--- config.mk ---
export PLATFORM = sky130hd
export DESIGN_NAME = sixbitexp_seq
export DESIGN_NICKNAME = d
export VERILOG_FILES = /design/src/rtl/sixbitcalc_pkg.sv /design/src/rtl/sixbitadd.sv /design/src/rtl/sixbitexp_term.sv /design/src/rtl/sixbitexp_seq.sv
export SDC_FILE = /design/constraint.sdc
export NUM_CORES = 1
export LEC_CHECK = 0
export CORE_MARGIN = 8
export CORE_UTILIZATION = 56
export CTS_BUF_LIST = sky130_fd_sc_hd__clkbuf_16
export CTS_CLUSTER_DIAMETER = 80
export DETAILED_ROUTE_END_ITERATION = 8
export PLACE_DENSITY = 0.78
export SLEW_MARGIN = 20
export SYNTH_ARGS = -nofsm -noshare
export SYNTH_HDL_FRONTEND = slang
export SYNTH_HIERARCHICAL = 1
export SYNTH_SLANG_ARGS = --single-unit
--- constraint.sdc ---
create_clock -name clk -period 9.2 [get_ports clk]
set_input_delay 2.76 -clock clk [delete_from_list [all_inputs] [get_ports clk]]
set_output_delay 2.76 -clock clk [all_outputs]
set_load 0.05 [all_outputs]
--- src/rtl/sixbitcalc_pkg.sv ---
// rtl/sixbitcalc_pkg.sv - shared widths and state encoding for the 6-bit calculator
//
// Purpose: common constants and the exponential sequencer state type.
// Ports:   none (package).
package sixbitcalc_pkg;

   localparam int WIDTH     = 6;
   localparam int MAX_TERMS = 7;
   localparam int PROD_W    = 2 * WIDTH;
   localparam int K_W       = $clog2(MAX_TERMS + 1);

   typedef enum logic [2:0] {
      IDLE = 3'd0,
      MUL  = 3'd1,
      DIV  = 3'd2,
      ACC  = 3'd3,
      DONE = 3'd4
   } exp_state_t;

endpackage

--- src/rtl/sixbitadd.sv ---
// rtl/sixbitadd.sv - 6-bit unsigned adder with carry out
//
// Purpose: plain 6-bit add used by the calculator datapaths.
// Ports:   a, b  - 6-bit addends
//          sum   - low 6 bits of a+b
//          cout  - carry out of bit 5
module sixbitadd
   import sixbitcalc_pkg::*;
(
   input  logic [WIDTH-1:0] a,
   input  logic [WIDTH-1:0] b,
   output logic [WIDTH-1:0] sum,
   output logic             cout
);

   assign {cout, sum} = {1'b0, a} + {1'b0, b};

endmodule

--- src/rtl/sixbitexp_term.sv ---
// rtl/sixbitexp_term.sv - next series term (term*a)/k with overflow drop
//
// Purpose: combinational term update for the exponential sequencer.
// Ports:   term      - current 6-bit term
//          a         - latched 6-bit operand
//          k         - series index, always >= 1
//          next_term - (term*a)/k truncated, or 0 when the product exceeds 63
//          term_ovf  - product term*a exceeded 63
module sixbitexp_term
   import sixbitcalc_pkg::*;
(
   input  logic [WIDTH-1:0] term,
   input  logic [WIDTH-1:0] a,
   input  logic [K_W-1:0]   k,
   output logic [WIDTH-1:0] next_term,
   output logic             term_ovf
);

   logic [PROD_W-1:0] prod;

   assign prod     = {{WIDTH{1'b0}}, term} * {{WIDTH{1'b0}}, a};
   assign term_ovf = (prod > PROD_W'(63));

   // An overflowed product is dropped rather than saturated; once the term
   // is zero every later product stays zero on its own.
   assign next_term = term_ovf ? '0
                    : prod[WIDTH-1:0] / {{(WIDTH-K_W){1'b0}}, k};

endmodule

--- src/rtl/sixbitexp_seq.sv ---
// rtl/sixbitexp_seq.sv - multi-cycle e^ain series sequencer
//
// Purpose: computes sum_{k=0..TERMS} ain^k/k! one operation per cycle
//          (MUL, DIV, ACC per term) on a shared term/accumulate path.
// Build option: SIXBITEXP_EARLY_EXIT_EN - finish as soon as a term becomes
//          zero; results are unchanged, only latency varies.
// Ports:   clk      - rising-edge clock
//          rst_n    - asynchronous active-low reset
//          start    - request, sampled only in IDLE
//          ain      - 6-bit operand, latched on accepted start
//          busy     - high while MUL/DIV/ACC are sequencing
//          done     - one-cycle completion pulse
//          out      - 6-bit result, held until the next accepted start
//          overflow - sticky error for the operation, held with out
module sixbitexp_seq
   import sixbitcalc_pkg::*;
#(
   parameter int TERMS = 2
)(
   input  logic             clk,
   input  logic             rst_n,
   input  logic             start,
   input  logic [WIDTH-1:0] ain,
   output logic             busy,
   output logic             done,
   output logic [WIDTH-1:0] out,
   output logic             overflow
);

   exp_state_t       state, state_nxt;
   logic [WIDTH-1:0] a;
   logic [WIDTH-1:0] sum;
   logic [WIDTH-1:0] term;
   logic [K_W-1:0]   k;
   logic             ovf;

   logic [WIDTH-1:0] next_term;
   logic             term_ovf;
   logic [WIDTH-1:0] add_s;
   logic             add_c;
   logic             k_last;

   assign k_last = (k == K_W'(TERMS));

   sixbitexp_term u_term (
      .term      (term),
      .a         (a),
      .k         (k),
      .next_term (next_term),
      .term_ovf  (term_ovf)
   );

   sixbitadd u_add (
      .a    (sum),
      .b    (term),
      .sum  (add_s),
      .cout (add_c)
   );

   always_comb begin
      state_nxt = state;
      busy      = 1'b0;
      done      = 1'b0;
      case (state)
         IDLE: if (start) state_nxt = MUL;
         MUL: begin
            busy      = 1'b1;
            state_nxt = DIV;
         end
         DIV: begin
            busy      = 1'b1;
            state_nxt = ACC;
`ifdef SIXBITEXP_EARLY_EXIT_EN
            if (next_term == '0) state_nxt = DONE;
`endif
         end
         ACC: begin
            busy      = 1'b1;
            state_nxt = k_last ? DONE : MUL;
         end
         DONE: begin
            done      = 1'b1;
            state_nxt = IDLE;
         end
         default: state_nxt = IDLE;
      endcase
   end

   always_ff @(posedge clk or negedge rst_n) begin
      if (!rst_n) begin
         state    <= IDLE;
         a        <= '0;
         sum      <= '0;
         term     <= '0;
         k        <= '0;
         ovf      <= 1'b0;
         out      <= '0;
         overflow <= 1'b0;
      end else begin
         state <= state_nxt;
         case (state)
            IDLE: begin
               if (start) begin
                  a    <= ain;
                  sum  <= WIDTH'(1);
                  term <= WIDTH'(1);
                  k    <= K_W'(1);
                  ovf  <= 1'b0;
               end
            end
            // term, a and k are stable across MUL and DIV, so the product
            // check is recorded here and the divided term is taken in DIV.
            MUL: begin
               if (term_ovf) ovf <= 1'b1;
            end
            DIV: begin
               term <= next_term;
`ifdef SIXBITEXP_EARLY_EXIT_EN
               if (next_term == '0) begin
                  out      <= sum;
                  overflow <= ovf;
               end
`endif
            end
            ACC: begin
               sum <= add_s;
               if (add_c) ovf <= 1'b1;
               if (k_last) begin
                  out      <= add_s;
                  overflow <= ovf | add_c;
               end else begin
                  k <= k + K_W'(1);
               end
            end
            default: ;
         endcase
      end
   end

endmodule

# --- Word level (Yosys, flattened, before mapping) ---
# Cells that the tools add are included.
# W data, S select, Z words.
totals:
  inputBits: 9
  register_bits: 32
op_classes:
  mul: 1
  n_reduce_logical: 11
  n_addsub: 2
  div: 1
  order_cmp: 1
  eq_ne: 9
  bitwise_logic: 1
  n_mux: 15
op_table:
  columns: ["op", "n"]
  rows:
  - ["$pmux W6 S2", 2]
  - ["$gt A12 B6 Y1 const B", 1]
  - ["$mul A6 B6 Y12", 1]
  - ["$mux W6", 2]
  - ["$pmux W3 S4", 1]
  - ["$eq A3 B2 Y1 const B", 3]
  - ["$mux W3", 3]
  - ["$reduce_and A2 Y1", 4]
  - ["$add A6 B6 Y7", 1]
  - ["$div A6 B3 Y6", 1]
  - ["$ne A2 B2 Y1 const B", 3]
  - ["$pmux W3 S2", 1]
  - ["$mux W1", 5]
  - ["$reduce_and A4 Y1", 1]
  - ["$reduce_bool A2 Y1", 2]
  - ["$add A3 B1 Y3 const B", 1]
  - ["$eq A3 B1 Y1 const B", 1]
  - ["$eq A3 B3 Y1 const B", 1]
  - ["$logic_not A3 Y1", 1]
  - ["$pmux W1 S3", 1]
  - ["$reduce_and A3 Y1", 1]
  - ["$reduce_bool A3 Y1", 1]
  - ["$reduce_or A3 Y1", 1]
  - ["$ne A2 B1 Y1 const B", 1]
  - ["$or A1 B1 Y1", 1]

# --- Longest topological paths before layout ---
# Gate-level depths: netlist (run 1).
logic_depth:
  word_depth: 4
  mapped_depth: 41
  mapped_depth_nobuf: 41

# --- By module ---
# Netlist (run 1), hierarchy kept.
by_module_without_submodules:
  columns: ["module", "area_per_inst_um2", "seq_area_each_um2", "cells_per_inst", "n_inst"]
  rows:
  - ["sixbitexp_term", 1810.5, 0.0, 225, 1]
  - ["sixbitexp_seq", 1367.6, 800.8, 116, 1]
  - ["sixbitadd", 242.7, 0.0, 28, 1]

# --- Least setup slack after synthesis (run 1) ---
# Ideal clock, no wire load.
synth_timing:
  path_type: "register to register"
  from: "register term[3]"
  to: "register term[0]"
  period_less_slack_ps: 8894
  t_required_ps: 9060
  path_slack_ps: 306
  n_path_buf: 0
  path_stages_with_launch: 41
  arrival_time_ps: 8754
  setup_ps: 140
  cell_sequence: "dfrtp_1 > and2_1 > fa_1 > inv_1 > fa_1 > fa_1 > inv_1 > ha_1 > xnor2_1 > ha_1 > nor3b_1 > o2bb2ai_1 > inv_1 > ha_1 > or4b_1 > a21oi_1 > a21oi_1 > ha_1 > [5 not listed] > o21a_1 > o21a_1 > a311o_2 > nor2_8 > mux2i_1 > ha_1 > o21a_1 > o21ai_0 > nor4b_4 > mux2i_1 > ha_1 > a21o_1 > a21oi_1 > o21ai_0 > a31oi_1 > a311oi_1 > nand2_1 > o21ai_0"
synth_via:
  elab_chain_cells: 4
synth_rtl:
  columns: ["element", "line_no", "source"]
  rows:
  - ["from (decl)", "sixbitexp_seq.sv:33", "logic [WIDTH-1:0] term;"]
  - ["from (signal assigned)", "sixbitexp_seq.sv:117", "term <= next_term;"]
  - ["$mul A6 B6 Y12 *", "sixbitexp_term.sv:21", "assign prod = {{WIDTH{1'b0}}, term} * {{WIDTH{1'b0}}, a};"]
  - ["$div A6 B3 Y6 or $gt A12 B6 Y1 (tied branches)", "sixbitexp_term.sv:27, sixbitexp_term.sv:22", null]
  - ["$mux W6 *", "sixbitexp_term.sv:26", "assign next_term = term_ovf ? '0"]
  - ["net next_term[0]", "sixbitexp_seq.sv:37", "logic [WIDTH-1:0] next_term;"]
  - ["$pmux W6 S2 *", "sixbitexp_seq.sv:101", "case (state)"]
# The timed path passes the listed nets; every way through them passes the cells marked *.
# A chain may end at the register's enable or synchronous reset.

# --- Final worst setup path (run 1) ---
# Same ends and word-level chain as after synthesis.

==> impl_metrics.yaml, run 1 <==
cells_and_area:
  nets: 482
  drive_above_1_share_pct: 18.2
  n_fill_cell: 462
  final_common_cell: "ha_1"
  multi_input_area_um2: 2490
  regArea_um2: 807
  num_antenna_cells: 0
  syn2layout_area_growth_pct: 19.1
  layout.cells.non_filler: 487
  mostFrequentLayoutCells: "42 x ha_1, 41 x inv_1, 39 x nand2_1"
  fin_util_pct: 68.8
floorplan:
  die_h_um: 94.2
  die-area_um2: 8870
  coreArea_um2: 5920
  num_rows: 28
  start_util_pct: 57.8
  io_pins: 18
  die_w_um: 94.2
critical_path:
  worstPathMaxFanout: 7
  cp-start-kind: "register"
  worst_r2r_path_depth: 40
  crit_path_top_delay_cell: "fa_1"
  path_common_cell: "ha_1"
  worstPathRequired_ns: 9.32
  timing.rr.end: "term[0]$_DFFE_PN0P_"
  critPathArrivalTime_ns: 9.04
  rrSetupSlack_ns: 0.28
  timing.critical_path.buf_inv: 4
  endpoint_kind: "register"
  r2r_start: "term[3]$_DFFE_PN0P_"
  crit_family: "adder cells"
  path_class: "register to register"
  cpPeakStageDelay_ns: 0.54
clocking:
  cts_sinks: 32
  cts_buffers: 5
  root_buffer: "clkbuf_16"
  clockBufferDepth: 2
  clkLatencyLatePin_ns: 0.27
  clkTransAtPathRegs_ns: 0.05
  cts_htree_levels: 2
  cts_tree: "built"
global_routing:
  grt_pass1_vias: 2865
  met1_usage_pct: 23.4
  overflow: 0
  track_usage_pct: 17.9
  grt_use_met3_pct: 2.16
  grt_max_degree: 33
  grt_busiest_layer: "met2"
  use_met2_pct: 30.1
  antenna_found_initial: 0
  grt_pass1_wl_um: 13100
synthesis:
  synthArstFlopShare_pct: 100
  yosysUniqueCellTypes: 60
  avgSynthCellArea_um2: 9.27
  synth-seq-area-share_pct: 23.4
  synth_flop_cell: "dfrtp_1"
  synth-edff-count: 0
  synth_nets: 440
  syn_inst: 369
  ys_seq_elements: 32
  syn_area_um2: 3420
  ys.warnings.count: 6
route:
  viasPerCell: 5.84
  drc_errors: 0
  ant_nets: 0
  wl_per_cell_um: 16.1
  first_pass_iters: 4
  drtIter0Drc: 172
  wirelength_um: 7830
  vias: 2842
placement:
  place_congestion: 0.855
  io_buffers: 17
  place_hpwl_um: 5610
  dp.cells: 465
  dpl_worst_slack_ns: -0.129
sta:
  finClkSkew_ns: 0.00490
  max_freq_ghz: 0.112
  finalCriticalPeriod_ns: 8.92
  hold_violations: 0
  worst_slack_ns: 0.280
  min_period_over_period_pct: 97.0
  worst_pin_slew_ns: 0.567
  setup_viol: 0
  relSlewSlack_pct: 62.0
  drv_slew: 0
hold_path:
  hold_depth: 1
  holdCritPathClass: "register to register"
  worstHoldStart: "out[1]$_DFFE_PN0P_"
  min_to: "out[1]$_DFFE_PN0P_"
job:
  cap_violations: 0
status:
  status: "finished, final reports clean"
## how the worst max path moves through the flow
stage / cells after the start / startpoint / to / slack [ns]
3_3_place_gp: 40 / term[3]$_DFFE_PN0P_ / term[0]$_DFFE_PN0P_ / 0.15
4_1_cts: 40 / term[3]$_DFFE_PN0P_ / term[0]$_DFFE_PN0P_ / 0.05
3_5_place_dp: 40 / term[3]$_DFFE_PN0P_ / term[0]$_DFFE_PN0P_ / -0.13
2_1_floorplan: 40 / term[3]$_DFFE_PN0P_ / term[0]$_DFFE_PN0P_ / 0.31
6_report: 40 / term[3]$_DFFE_PN0P_ / term[0]$_DFFE_PN0P_ / 0.28
5_1_grt: 40 / term[3]$_DFFE_PN0P_ / term[0]$_DFFE_PN0P_ / -0.15
## final cells by class
class                   instances  share of cell area [%]
multi-input cells             289                    61.2
inverters                      41                    3.78
clock inverters                 3                    1.04
well taps                      75                    2.30
flip-flops and latches         32                    19.8
clock buffers                   5                    3.07
repair buffers                 42                    8.78
## stage by stage
stage | TNS (ns) | hold slack, ns | instance area, um^2
floorplan | 0 | 0.473 | 3420
global placement | 0 | 0.489 | 3730
detailed placement | -0.129 | 0.492 | 3730
CTS | 0 | 0.511 | 3920
global route | -0.151 | 0.534 | 4080
finish | 0 | 0.509 | 4080
## registers in the layout, summed over array words and instances, names as in the netlist
signal	flops
state	3
ovf	1
term	6
k	3
a	6
sum	6
out	6
overflow	1
## cell families after synthesis
family / after synthesis / synth area share (%)
AND/OR/NAND/NOR: 126 / 20.2
AO/OA/AOI/OAI: 77 / 16.7
adder cells (fa/ha/maj): 62 / 26.6
buffers and inverters: 48 / 5.82
flip-flops: 32 / 23.4
multiplexers: 17 / 5.41
XOR/XNOR: 7 / 1.79
## cells in the mapped netlist, types with 5 or more instances
library cell | count | area [um^2]
xnor2_1 | 6 | 52.6
nor2_1 | 26 | 97.6
nor2b_1 | 5 | 31.3
ha_1 | 44 | 551
mux2i_1 | 8 | 80.1
a21oi_1 | 14 | 70.1
dfrtp_1 | 32 | 801
and2_1 | 21 | 131
a211oi_1 | 5 | 37.5
o21a_1 | 6 | 45.0
a22o_1 | 10 | 87.6
o21ai_0 | 16 | 80.1
nor3_1 | 7 | 35.0
inv_1 | 41 | 154
fa_1 | 18 | 360
mux2_2 | 8 | 90.1
nand2_1 | 39 | 146
## metal layers
metal,vias up,share of wire (%)
li1,1365,-
met1,1398,46
met2,66,49
met3,13,3.4
met4,0,1.0
met5,-,0
## worst reg2reg max path: cells and delay by family, from the launching register on
kind	cells	cell delay (ns)
multiplexers	2	0.56
AO/OA/AOI/OAI	15	2.15
AND/OR/NAND/NOR	8	1.77
flip-flops	1	0.43
buffers and inverters	4	0.37
XOR/XNOR	1	0.14
adder cells (fa/ha/maj)	10	3.35
## timing repair
action / 4_1_cts / 5_1_grt
gates resized for setup: 1 / 17
hold buffers: 0 / 0
setup endpoints to repair: 1 / 1
pin swaps: 1 / 6
buffers inserted: 2 / 12
Power of run 1 is left out: the tool's default activity adds up to more than one toggle a clock period on the data nets, which glitch-free logic cannot reach.
==> run 2: changes to the inputs <==
--- a/config.mk
+++ b/config.mk
@@ -5,6 +5,7 @@
 export SDC_FILE = /design/constraint.sdc
 export NUM_CORES = 1
 export LEC_CHECK = 0
+export ABC_AREA = 1
 export CORE_MARGIN = 8
 export CORE_UTILIZATION = 56
 export CTS_BUF_LIST = sky130_fd_sc_hd__clkbuf_16
==> run 2 against run 1 <==
Utilization is 5.5 points lower. Global-route usage shrank 1.5 points. Highest routed layer unchanged. Via count up 5.2%. Largest cell class unchanged.
==> impl_metrics.yaml, run 2 <==
clocking:
  cts_sinks: 32
  clkTransAtPathRegs_ns: 0.05
  cts_tree: "built"
  holdBufCountCts: 0
  root_buffer: "clkbuf_16"
  clockBufferDepth: 2
  cts_buffers: 5
  cts_htree_levels: 2
  clkLatencyLatePin_ns: 0.27
route:
  wirelength_um: 6970
  drtIter0Drc: 86
  viasPerCell: 5.05
  vias: 2989
  wl_per_cell_um: 11.8
  ant_nets: 0
  drc_errors: 0
  first_pass_iters: 4
floorplan:
  start_util_pct: 56.6
  die-area_um2: 9060
  coreArea_um2: 6200
  io_pins: 18
  num_rows: 29
  die_h_um: 95.2
  die_w_um: 95.2
synthesis:
  ys_seq_elements: 32
  synth_nets: 565
  syn_inst: 494
  synth_top_area_cell: "dfrtp_1"
  synth_flop_cell: "dfrtp_1"
  synth_area_leaders: "dfrtp_1 23%, nand2_1 18%, ha_1 16%, fa_1 10%, inv_1 9.7%"
  syn_area_um2: 3510
  synth.most_common_cell: "nand2_1"
  synthArstFlopShare_pct: 100
  synthTopCellsByCount: "168 x nand2_1, 91 x inv_1, 44 x ha_1, 33 x nand3_1, 32 x dfrtp_1"
  ys.warnings.count: 6
  avgSynthCellArea_um2: 7.11
  synth_top_area_share_pct: 22.8
  synth-edff-count: 0
  yosysUniqueCellTypes: 31
  synth-seq-area-share_pct: 22.8
global_routing:
  antenna_found_initial: 0
  grt_max_degree: 33
  overflow: 0
  grt_pass1_wl_um: 12300
  grt_pass1_vias: 2929
  track_usage_pct: 16.4
critical_path:
  endpoint_kind: "register"
  crit_start: "term[3]$_DFFE_PN0P_"
  worstPathMaxFanout: 8
  path_common_cell: "nand2_1"
  path_class: "register to register"
  worstPathRequired_ns: 9.36
  crit_path_top_delay_cell: "fa_1"
  timing.critical_path.buf_inv: 8
  critPathArrivalTime_ns: 8.53
  r2r_start: "term[3]$_DFFE_PN0P_"
  cp-start-kind: "register"
  cpPeakStageDelay_ns: 0.54
  crit_family: "adder cells"
status:
  status: "finished, final reports clean"
job:
  cap_violations: 0
placement:
  place_hpwl_um: 5510
  place_congestion: 0.814
  io_buffers: 17
  dp.cells: 584
cells_and_area:
  layout.cells.non_filler: 592
  n_fill_cell: 558
  final_common_cell: "nand2_1"
  nets: 585
  drive_above_1_share_pct: 6.99
  syn2layout_area_growth_pct: 11.8
  num_antenna_cells: 0
  mostFrequentLayoutCells: "168 x nand2_1, 92 x inv_1, 44 x ha_1"
sta:
  finalCriticalPeriod_ns: 8.37
  hold_violations: 0
  setup_viol: 0
  worst_pin_slew_ns: 0.615
  max_freq_ghz: 0.119
  drv_slew: 0
  fin_setup_tns_ns: 0
  rsz0062_at_grt: "no"
  finClkSkew_ns: 0.00639
  min_period_over_period_pct: 91.0
  relSlewSlack_pct: 58.9
hold_path:
  holdCritPathClass: "register to register"
  worstHoldStart: "out[5]$_DFFE_PN0P_"
[run 2: worst register-to-register path: cells and delay by family (launching register included)]
kind | cells | cell delay [ns]
fa+ha+maj | 10 | 3.65
compound gates | 10 | 1.53
flops | 1 | 0.48
buf+inv | 8 | 0.39
simple gates | 25 | 2.19
[run 2: repair_timing]
action	CTS	global route
endpoints found under the hold margin	0	0
gates resized for setup	0	1
buffers inserted	0	0
setup endpoints to repair	0	1
[run 2: kinds of logic (layout without fill, tap and decap cells)]
logic type	Yosys count	in the layout	synth area share, %
simple gates	251	251	31.8
buf+inv	102	123	11.1
fa+ha+maj	62	62	25.9
compound gates	39	39	6.41
flops	32	32	22.8
xor+xnor	8	8	1.99
[run 2: final timing paths]
kind,end,slack [ns],cells after the start
max,term[0]$_DFFE_PN0P_,0.83,53
min,out[5]$_DFFE_PN0P_,0.49,2
max reg2reg,term[0]$_DFFE_PN0P_,0.83,53
min reg2reg,out[5]$_DFFE_PN0P_,0.49,2
max in group asynchronous,sum[0]$_DFFE_PN0P_,6.02,2
min in group asynchronous,k[1]$_DFFE_PN0P_,2.88,2
[run 2: final cells by class]
class                   instances  area [um^2]  area share, %
clock buffers                   5          125           3.18
clock inverters                 3         38.8          0.987
inverters                      97          364           9.27
multi-input cells             360         2330           59.2
flip-flops and latches         32          801           20.4
well taps                      77         96.3           2.45
repair buffers                 18          178           4.52
[run 2: metrics by stage]
| stage | instance area [um^2] | worst slack (ns) | utilization (%) | hold slack, ns |
|---|---|---|---|---|
| 5_1_grt | 3930 | 0.0497 | 63.3 | 0.512 |
| 6_report | 3930 | 0.830 | 63.3 | 0.489 |
| 3_3_place_gp | 3760 | 1.04 | 60.6 | 0.463 |
| 2_1_floorplan | 3510 | 1.43 | - | 0.450 |
| 4_1_cts | 3930 | 0.746 | 63.3 | 0.493 |
| 3_5_place_dp | 3760 | 0.776 | 60.6 | 0.473 |
[run 2: metal layers]
| layer | wire [um] | up-vias | global-route usage [%] | part of all wire, % |
|---|---|---|---|---|
| met5 | 0 | - | 0 | 0 |
| met4 | 39 | 0 | 3.12 | 0.56 |
| met3 | 185 | 5 | 2.13 | 2.7 |
| met2 | 3380 | 49 | 29.2 | 49 |
| met1 | 3360 | 1365 | 20.8 | 48 |
| li1 | - | 1570 | - | - |
Power of run 2 is left out for the same reason.
